<file path="src/rtl/hv_accum_ctrl_pkg.sv">
// Shared types and constants for the hypervector accumulator controller.
// Lane values are two's-complement counters packed LSB-first in each memory word.
package hv_pkg;

  typedef enum logic [1:0] {
    OP_ACC  = 2'd0,
    OP_LOAD = 2'd1,
    OP_CLR  = 2'd2,
    OP_READ = 2'd3
  } op_t;

  localparam int DEF_LANES = 4;
  localparam int DEF_CNT_W = 4;

  localparam logic signed [DEF_CNT_W-1:0] CNT_MAX = {1'b0, {(DEF_CNT_W-1){1'b1}}};
  localparam logic signed [DEF_CNT_W-1:0] CNT_MIN = {1'b1, {(DEF_CNT_W-1){1'b0}}};

  function automatic logic [DEF_CNT_W-1:0] lane_get(
    input logic [DEF_LANES*DEF_CNT_W-1:0] word,
    input int                              idx
  );
    return word[idx*DEF_CNT_W +: DEF_CNT_W];
  endfunction

endpackage

</file>
<file path="src/rtl/hv_lane_sat_add.sv">
// Signed +/-1 saturating step for one counter lane; combinational.
// clip is set when the step would leave the representable range and the value is held.
module hv_lane_sat_add
  import hv_pkg::*;
#(
  parameter int CNT_W = DEF_CNT_W
) (
  input  logic [CNT_W-1:0] old_cnt,
  input  logic             up,
  output logic [CNT_W-1:0] new_cnt,
  output logic             clip
);

  localparam logic [CNT_W-1:0] MAX_V = {1'b0, {(CNT_W-1){1'b1}}};
  localparam logic [CNT_W-1:0] MIN_V = {1'b1, {(CNT_W-1){1'b0}}};

  assign clip    = up ? (old_cnt == MAX_V) : (old_cnt == MIN_V);
  assign new_cnt = clip ? old_cnt : (up ? old_cnt + 1'b1 : old_cnt - 1'b1);

endmodule

</file>
<file path="src/rtl/hv_accum_ctrl.sv">
// Read-modify-write controller for packed hypervector counters: port 0 reads, port 1 writes.
// One command per cycle, result/write one cycle after accept; never backpressures outside reset.
module hv_accum_ctrl
  import hv_pkg::*;
#(
  parameter int ADDR_WIDTH = 8,
  parameter int LANES      = DEF_LANES,
  parameter int CNT_W      = DEF_CNT_W,
  parameter int DATA_WIDTH = LANES * CNT_W
) (
  input  logic                  clk,
  input  logic                  rst,
  input  logic                  in_valid,
  output logic                  in_ready,
  input  logic [1:0]            in_op,
  input  logic [ADDR_WIDTH-1:0] in_addr,
  input  logic [LANES-1:0]      in_bits,
  output logic                  out_valid,
  output logic [ADDR_WIDTH-1:0] out_addr,
  output logic [LANES-1:0]      out_hv,
  output logic                  sat_pulse,
  output logic [15:0]           acc_count,
  output logic [ADDR_WIDTH-1:0] mem_addr_0,
  output logic                  mem_cs_0,
  output logic                  mem_we_0,
  output logic                  mem_oe_0,
  input  logic [DATA_WIDTH-1:0] mem_rdata_0,
  output logic [ADDR_WIDTH-1:0] mem_addr_1,
  output logic [DATA_WIDTH-1:0] mem_wdata_1,
  output logic                  mem_cs_1,
  output logic                  mem_we_1,
  output logic                  mem_oe_1
);

  logic                  s1_vld;
  op_t                   s1_op;
  logic [ADDR_WIDTH-1:0] s1_addr;
  logic [LANES-1:0]      s1_bits;

  logic                  fwd_vld;
  logic [ADDR_WIDTH-1:0] fwd_addr;
  logic [DATA_WIDTH-1:0] fwd_data;

  logic                  fwd_hit;
  logic [DATA_WIDTH-1:0] old_word;
  logic [DATA_WIDTH-1:0] acc_word;
  logic [DATA_WIDTH-1:0] load_word;
  logic [DATA_WIDTH-1:0] new_word;
  logic [LANES-1:0]      clip;
  logic [LANES-1:0]      bin_hv;
  logic                  s1_wr;
  logic                  s1_acc;
  logic                  s0_rd;

  // Stage 0: issue the read for everything that needs the old word.
  assign in_ready   = ~rst;
  assign s0_rd      = ~rst & in_valid & (op_t'(in_op) != OP_CLR);
  assign mem_cs_0   = s0_rd;
  assign mem_we_0   = 1'b0;
  assign mem_oe_0   = s0_rd;
  assign mem_addr_0 = s0_rd ? in_addr : '0;

  always_ff @(posedge clk or posedge rst) begin
    if (rst) begin
      s1_vld    <= 1'b0;
      s1_op     <= OP_ACC;
      s1_addr   <= '0;
      s1_bits   <= '0;
      fwd_vld   <= 1'b0;
      fwd_addr  <= '0;
      fwd_data  <= '0;
      acc_count <= '0;
    end else begin
      s1_vld   <= in_valid;
      s1_op    <= op_t'(in_op);
      s1_addr  <= in_addr;
      s1_bits  <= in_bits;
      fwd_vld  <= s1_wr;
      fwd_addr <= s1_addr;
      fwd_data <= new_word;
      if (s1_acc && (acc_count != 16'hFFFF)) begin
        acc_count <= acc_count + 16'd1;
      end
    end
  end

  // The memory returns pre-write data for a same-edge read, so the last write is bypassed in.
  assign fwd_hit  = fwd_vld & (fwd_addr == s1_addr);
  assign old_word = fwd_hit ? fwd_data : mem_rdata_0;

  for (genvar i = 0; i < LANES; i++) begin : g_lane
    hv_lane_sat_add #(.CNT_W(CNT_W)) u_sat (
      .old_cnt (old_word[i*CNT_W +: CNT_W]),
      .up      (s1_bits[i]),
      .new_cnt (acc_word[i*CNT_W +: CNT_W]),
      .clip    (clip[i])
    );
    assign load_word[i*CNT_W +: CNT_W] = {{(CNT_W-1){~s1_bits[i]}}, 1'b1};
    assign bin_hv[i] = ~old_word[i*CNT_W + CNT_W - 1];
  end

  always_comb begin
    new_word = '0;
    case (s1_op)
      OP_ACC:  new_word = acc_word;
      OP_LOAD: new_word = load_word;
      default: new_word = '0;
    endcase
  end

  assign s1_wr  = s1_vld & (s1_op != OP_READ);
  assign s1_acc = s1_vld & (s1_op == OP_ACC);

  assign mem_cs_1    = s1_wr;
  assign mem_we_1    = s1_wr;
  assign mem_oe_1    = 1'b0;
  assign mem_addr_1  = s1_wr ? s1_addr : '0;
  assign mem_wdata_1 = s1_wr ? new_word : '0;
  assign sat_pulse   = s1_acc & (|clip);

  assign out_valid = s1_vld & (s1_op == OP_READ);
  assign out_addr  = out_valid ? s1_addr : '0;
  assign out_hv    = out_valid ? bin_hv : '0;

endmodule

</file>
<file path="config.mk">
export PLATFORM = sky130hd
export DESIGN_NAME = hv_accum_ctrl
export DESIGN_NICKNAME = d
export VERILOG_FILES = /design/src/rtl/hv_accum_ctrl_pkg.sv /design/src/rtl/hv_lane_sat_add.sv /design/src/rtl/hv_accum_ctrl.sv
export SDC_FILE = /design/constraint.sdc
export NUM_CORES = 1
export LEC_CHECK = 0
export ABC_CLOCK_PERIOD_IN_PS = 4850
export BUFFER_PORTS_ARGS = -buffer_cell sky130_fd_sc_hd__buf_2
export CORE_MARGIN = 3
export CORE_UTILIZATION = 53
export CTS_CLUSTER_DIAMETER = 80
export DETAILED_ROUTE_END_ITERATION = 7
export PLACE_DENSITY_LB_ADDON = 0.2
export SYNTH_ARGS = -nofsm -noshare
export SYNTH_HDL_FRONTEND = slang
export SYNTH_SLANG_ARGS = --single-unit
</file>
<file path="constraint.sdc">
create_clock -name clk -period 4.85 [get_ports clk]
set_clock_uncertainty 0.1 [all_clocks]
set_input_delay 0.2425 -clock clk [delete_from_list [all_inputs] [get_ports clk]]
set_output_delay 0.2425 -clock clk [all_outputs]
set_load 0.05 [all_outputs]
</file>
==> results of run 1 <==
## worst paths after layout
path / start / to / depth (start not counted)
setup / recovery: s1_addr[7] / mem_wdata_1[3] / 15
hold / removal: mem_rdata_0[10] / fwd_data[10] / 5
setup reg to reg: s1_addr[7] / fwd_data[7] / 13
hold reg to reg: s1_addr[6] / fwd_addr[6] / 0
max in group asynchronous: rst / s1_addr[1] / 5
min in group asynchronous: rst / s1_bits[2] / 4
## stage by stage
| stage | cells | worst slack (ns) |
|---|---|---|
| 2_1_floorplan | 381 | 0.129 |
| 3_3_place_gp | 545 | 0.969 |
| 3_5_place_dp | 545 | 0.850 |
| 4_1_cts | 569 | 0.481 |
| 5_1_grt | 569 | 0.129 |
| 6_report | 569 | 0.450 |
## final cells by class
class                           instances  area share, %
Clock buffer                            6           1.65
Clock inverter                          2          0.369
Inverter                               16           1.36
Multi-Input combinational cell        293           47.0
Sequential cell                        56           31.8
Tap cell                               77           2.19
Timing Repair Buffer                  119           15.6
## cells in the final DEF (no fill, tap or decap), types with 15 or more instances in the layout
cell / count
nor2_1: 19
nand2_1: 43
dlygate4sd3_1: 16
mux2i_1: 19
xnor2_1: 23
inv_1: 15
buf_2: 99
and2_1: 26
dfrtp_1: 56
## power by group through the flow
stage | Sequential [mW] | Combinational, mW | Clock (mW)
2_1_floorplan | 0.615 | 0.249 | 0
3_3_place_gp | 0.560 | 0.396 | 0
3_5_place_dp | 0.560 | 0.403 | 0
4_1_cts | 0.552 | 0.414 | 0.277
5_1_grt | 0.560 | 0.447 | 0.294
6_report | 0.552 | 0.413 | 0.269
## metal layers
metal	track usage [%]	vias to the layer above	share of wire (%)
li1	-	1565	-
met1	33.5	1506	44
met2	40.2	123	46
met3	5.31	15	7.3
met4	8.93	0	1.9
met5	0	-	0
## worst min-delay path, delay by kind of cell
family / cells / cell delay [ns]
mux: 1 / 0.09
simple gates: 2 / 0.11
compound gates: 1 / 0.12
buf+inv: 1 / 0.08
## sequential cells by signal (all words and copies together) (netlist names)
signal	flops
s1_vld	1
s1_addr	8
fwd_data	16
fwd_vld	1
s1_bits	4
fwd_addr	8
acc_count	16
s1_op	2
## cells by family after synthesis
family,synth area share (%)
buffers and inverters,4.51
adder cells (fa/ha/maj),5.30
AND/OR/NAND/NOR,24.3
other,0.103
flip-flops,38.6
AO/OA/AOI/OAI,12.7
XOR/XNOR,7.44
multiplexers,7.09
## what timing repair did
action | 4_1_cts | 5_1_grt
hold buffers | 16 | 0
endpoints found under the hold margin | 37 | 0
buffers inserted | 0 | 0
==> run_results.csv, run 1 <==
group,metric,value,unit
outcome,outcome,"complete, no violations",
setup_path,critPathTopFamily,"compound AO/OA/AOI/OAI gates",
synth,ys.flop_type,"dfrtp_1",
timing,whs,0.266,ns
synth,synth_edf_count,0,
layout,multiInputGateArea,0.00207,sq mm
layout,final_area,0.00440,sq mm
setup_path,worst_ep_required_time,4.51,ns
setup_path,worstPathMaxFanout,23,
synth,synthCells,380,
synth,synth_top_area_share,38.6,%
power_and_ir_drop,switching_share,39.7,%
routing,drtPass1Iterations,4,
timing,rsz0062_at_grt,"no",
clock_network,cts_made_buffers,5,
setup_path,startpoint_type,"flop",
timing,finalHoldViolations,0,
routing,drt-wirelength-per-cell,16.5,um
synth,synth_top_area_cell,"dfrtp_1",
setup_path,cp_common_cell,"nand2_1",
global_route,grt_max_degree,35,
global_route,grt_overflow,0,
synth,ys_async_sr_fraction,100,%
global_route,grtUsageTotal,25.0,%
routing,ant_nets,0,
layout,areaGrowthSynthToFinish,21.2,%
power_and_ir_drop,p_int,0.744,mW
floorplanning,start_util,55.9,%
routing,drt-vias-per-instance,5.64,
clock_network,htreeDepth,2,
layout,post-route-util,67.8,%
setup_path,crit_path_max_incr_delay,0.43,ns
place,dp_hpwl,6.71,mm
floorplanning,die_y,88.8,um
setup_path,regToRegSetupSlack,1.18,ns
clock_network,cts_buffer_depth,2,
clock_network,clkTransAtPathRegs,0.11,ns
setup_path,cp_num_buf_inv,2,
synth,ys_warn_count,0,
clock_network,cts_resized,0,
power_and_ir_drop,power.switching,0.490,mW
global_route,antenna_found_initial,0,
clock_network,cts.sinks,56,
routing,drcViolationCount,0,
routing,drt-initial-drc-count,218,
power_and_ir_drop,total_power,1.23,mW
layout,antenna_cells,0,
timing,setup_violations,0,
floorplanning,die_x,88.8,um
floorplanning,fp-row-count,29,
layout,fill_cells,536,
global_route,grt_pass1_wl,15.3,mm
setup_path,slowest_stage,"dfrtp_1",
synth,avgSynthCellArea,9.56,sq um
timing,min_period_over_period,90.7,%
layout,drive_above_1_share,26.0,%
timing,finalMaxSlewViolations,0,
power_and_ir_drop,seq_power_share,44.7,%
setup_path,critPathKind,"reg2out",
power_and_ir_drop,p_per_area,280,mW/mm^2
synth,synthMostInstantiatedCell,"dfrtp_1",
synth,synth_cell_types,64,
floorplanning,die-area,0.00789,sq mm
routing,totalWireLength,9.40,mm
synth,netlist_area,0.00363,sq mm
synth,synth-seq-area-share,38.6,%
place,gp_congestion,0.894,
power_and_ir_drop,p_leak,2.17,nW
setup_path,end_kind,"primary output",
timing,fin_setup_tns,0,ns
floorplanning,ioPinCount,102,
global_route,first_global_vias,3251,
synth,synth-seq-cells,56,
place,placed_area,0.00416,sq mm
floorplanning,fp.coreArea,0.00649,sq mm
timing,slew_headroom,52.2,%
timing,min_period,4.40,ns
routing,vias,3209,
clock_network,cts_tree,"yes",
layout,fin_nets,537,
min_path,hp-class,"in2reg",
power_and_ir_drop,p_comb_share,33.5,%
run,maxCapViolCount,0,
setup_path,arrival,4.06,ns
clock_network,cts-root-buf,"clkbuf_8",
power_and_ir_drop,clkPwrFrac,21.8,%
timing,worst_pin_slew,0.717,ns
place,io_buffers,99,
synth,ys_top_cells_by_area,"dfrtp_1 (39%), xnor2_1 (5.5%), mux2i_1 (5.2%)",
power_and_ir_drop,max-vdd-ir-drop,0.299,mV
clock_network,clk_latency,0.31,ns
synth,synth.cells.most_frequent,"dfrtp_1 (56), nand2_1 (43), and2_1 (26)",
layout,seqCellArea,0.00140,sq mm
timing,fmax,0.227,GHz
setup_path,cp_cell_sequence,"xnor2_1, nand4_2, nor3_4, buf_4, nand2_1, nand2_1, ha_1, and2_1, nand2_1, o41a_1, o21ai_0, a311oi_1, a311o_1, a21oi_2, buf_2",
(Power assumes the default switching activity.)
==> inputs of run 2 (changes only) <==
--- a/config.mk
+++ b/config.mk
@@ -7,8 +7,10 @@
 export LEC_CHECK = 0
 export ABC_CLOCK_PERIOD_IN_PS = 4850
 export BUFFER_PORTS_ARGS = -buffer_cell sky130_fd_sc_hd__buf_2
+export CELL_PAD_IN_SITES_DETAIL_PLACEMENT = 1
+export CELL_PAD_IN_SITES_GLOBAL_PLACEMENT = 1
 export CORE_MARGIN = 3
-export CORE_UTILIZATION = 53
+export CORE_UTILIZATION = 40
 export CTS_CLUSTER_DIAMETER = 80
 export DETAILED_ROUTE_END_ITERATION = 7
 export PLACE_DENSITY_LB_ADDON = 0.2
==> run 2 against run 1 <==
Effect of this change:
- total power rose by 1.3%
- sequential power barely moved
- clock-buffer cell count did not move
- critical endpoint unchanged
- largest cell class unchanged
==> run_results.csv, run 2 (synthesis results as in run 1) <==
group,metric,value,unit
layout,final_cell_count_no_fill,598,
clock_network,postCtsSetupRepairBufs,0,
timing,setup_violations,0,
setup_path,crit_path_max_incr_delay,0.42,ns
layout,drive_above_1_share,25.9,%
timing,min_period_over_period,92.3,%
routing,drcViolationCount,0,
timing,finalHoldViolations,0,
layout,post-route-util,50.5,%
setup_path,startpoint_type,"flop",
routing,ant_nets,0,
outcome,outcome,"complete, no violations",
clock_network,ctsHoldBuffers,15,
global_route,antenna_found_initial,0,
clock_network,cts_made_buffers,5,
layout,antenna_cells,0,
place,io_buffers,99,
floorplanning,die_y,101,um
timing,slew_headroom,49.8,%
routing,totalWireLength,10.8,mm
place,dp.cells,575,
place,dp_hpwl,8.00,mm
routing,drt-vias-per-instance,5.49,
global_route,grt_max_degree,58,
layout,fin_nets,535,
routing,drt-wirelength-per-cell,18.1,um
clock_network,cts_resized,0,
timing,rsz0062_at_grt,"no",
floorplanning,ioPinCount,102,
clock_network,clk_latency,0.32,ns
setup_path,critPathKind,"reg2out",
clock_network,cts_buffer_depth,2,
floorplanning,fp-row-count,34,
floorplanning,start_util,41.5,%
timing,fmax,0.223,GHz
floorplanning,die_x,101,um
setup_path,slowest_stage,"dfrtp_1",
global_route,first_global_vias,3443,
setup_path,end_kind,"primary output",
clock_network,cts-root-buf,"clkbuf_8",
setup_path,cp_cell_sequence,"xnor2_1, nand4_2, nor3_4, buf_4, nand2_1, nand2_1, ha_1, and2_1, nand2_1, o41a_1, o21ai_0, a311oi_1, a311o_1, a21oi_2, buf_2",
setup_path,cp_common_cell,"nand2_1",
clock_network,cts_tree,"yes",
timing,fin_setup_tns,0,ns
power_and_ir_drop,max-vdd-ir-drop,0.401,mV
setup_path,worst_ep_required_time,4.51,ns
global_route,grtUsageTotal,21.5,%
floorplanning,fp.coreArea,0.00876,sq mm
clock_network,cts.sinks,56,
routing,drtPass1Iterations,4,
power_and_ir_drop,p_per_area,282,mW/mm^2
setup_path,worstReg2RegEnd,"fwd_data[7]",
global_route,grt_overflow,0,
setup_path,worstPathMaxFanout,23,
place,gp_congestion,0.843,
routing,drt-initial-drc-count,112,
floorplanning,die-area,0.0103,sq mm
global_route,grt_pass1_wl,17.6,mm
setup_path,regToRegStartpoint,"s1_addr[7]",
layout,reg.largest.list,"acc_count (16), fwd_data (16)",
layout,mostFrequentLayoutCells,"buf_2 (99), dfrtp_1 (56), nand2_1 (43)",
routing,vias,3281,
layout,final_common_cell,"buf_2",
timing,worst_pin_slew,0.752,ns
min_path,hp-class,"in2async",
run,maxCapViolCount,0,
setup_path,arrival,4.14,ns
timing,finalMaxSlewViolations,0,
setup_path,rr_worst_depth,13,
power_and_ir_drop,p_leak,2.17,nW
clock_network,clkTransAtPathRegs,0.11,ns
timing,min_period,4.48,ns
layout,areaGrowthSynthToFinish,21.8,%
clock_network,htreeDepth,2,
setup_path,regToRegSetupSlack,1.10,ns
-- run 2: cell types whose count changed in the layout (fill, tap and decap cells not counted) --
cell,change
clkinv_4,-1
dlygate4sd3_1,-1
inv_6,+2
clkinvlp_4,-1
buf_4,-1
-- run 2: how the worst max path moves through the flow --
stage	start	endpoint	slack, ns	depth (start not counted)
2_1_floorplan	s1_addr[1]	mem_wdata_1[2]	0.13	13
3_3_place_gp	s1_addr[2]	mem_wdata_1[3]	0.99	15
3_5_place_dp	s1_addr[7]	mem_wdata_1[3]	0.77	15
4_1_cts	s1_addr[7]	mem_wdata_1[3]	0.38	15
5_1_grt	s1_addr[7]	mem_wdata_1[3]	0.07	15
6_report	s1_addr[7]	mem_wdata_1[3]	0.37	15
-- run 2: per-layer routing --
| metal | vias up | wire [um] | GRT usage, % |
|---|---|---|---|
| met2 | 65 | 5450 | 37.1 |
| met4 | 0 | 122 | 4.81 |
| met5 | - | 0 | 0 |
| met3 | 14 | 402 | 2.82 |
| li1 | 1557 | - | - |
| met1 | 1645 | 4850 | 28.7 |
-- run 2: power by group --
part           switching [mW]  total, mW  internal, mW
Combinational           0.287      0.419         0.132
Sequential             0.0453      0.553         0.508
Clock                   0.171      0.278         0.106
Total                   0.504       1.25         0.746
-- run 2: worst max-delay path, delay by kind of cell (launching register included) --
| family | cells | cell delay [ns] |
|---|---|---|
| compound gates | 5 | 1.18 |
| simple gates | 6 | 1.09 |
| buf+inv | 2 | 0.64 |
| flops | 1 | 0.42 |
| xor+xnor | 1 | 0.26 |
| fa+ha+maj | 1 | 0.22 |
-- run 2: area by class of cell --
class                           count  area, sq um
Fill cell                        1063         4340
Multi-Input combinational cell    293         2070
Sequential cell                    56         1400
Timing Repair Buffer              117          668
Tap cell                          108          135
Clock buffer                        6         72.6
Inverter                           16         60.1
Clock inverter                      2         17.5
-- run 2: through the flow --
step                      worst slack (ns)  cell area, sq um  total power, mW  hold slack, ns
after floorplan                      0.129              3640            0.864           0.174
after CTS                            0.381              4430             1.26          0.0758
after global routing                0.0706              4430             1.32          0.0947
after global placement               0.989              4190            0.961           0.252
after detailed placement             0.773              4190            0.973           0.253
final                                0.372              4430             1.25          0.0463
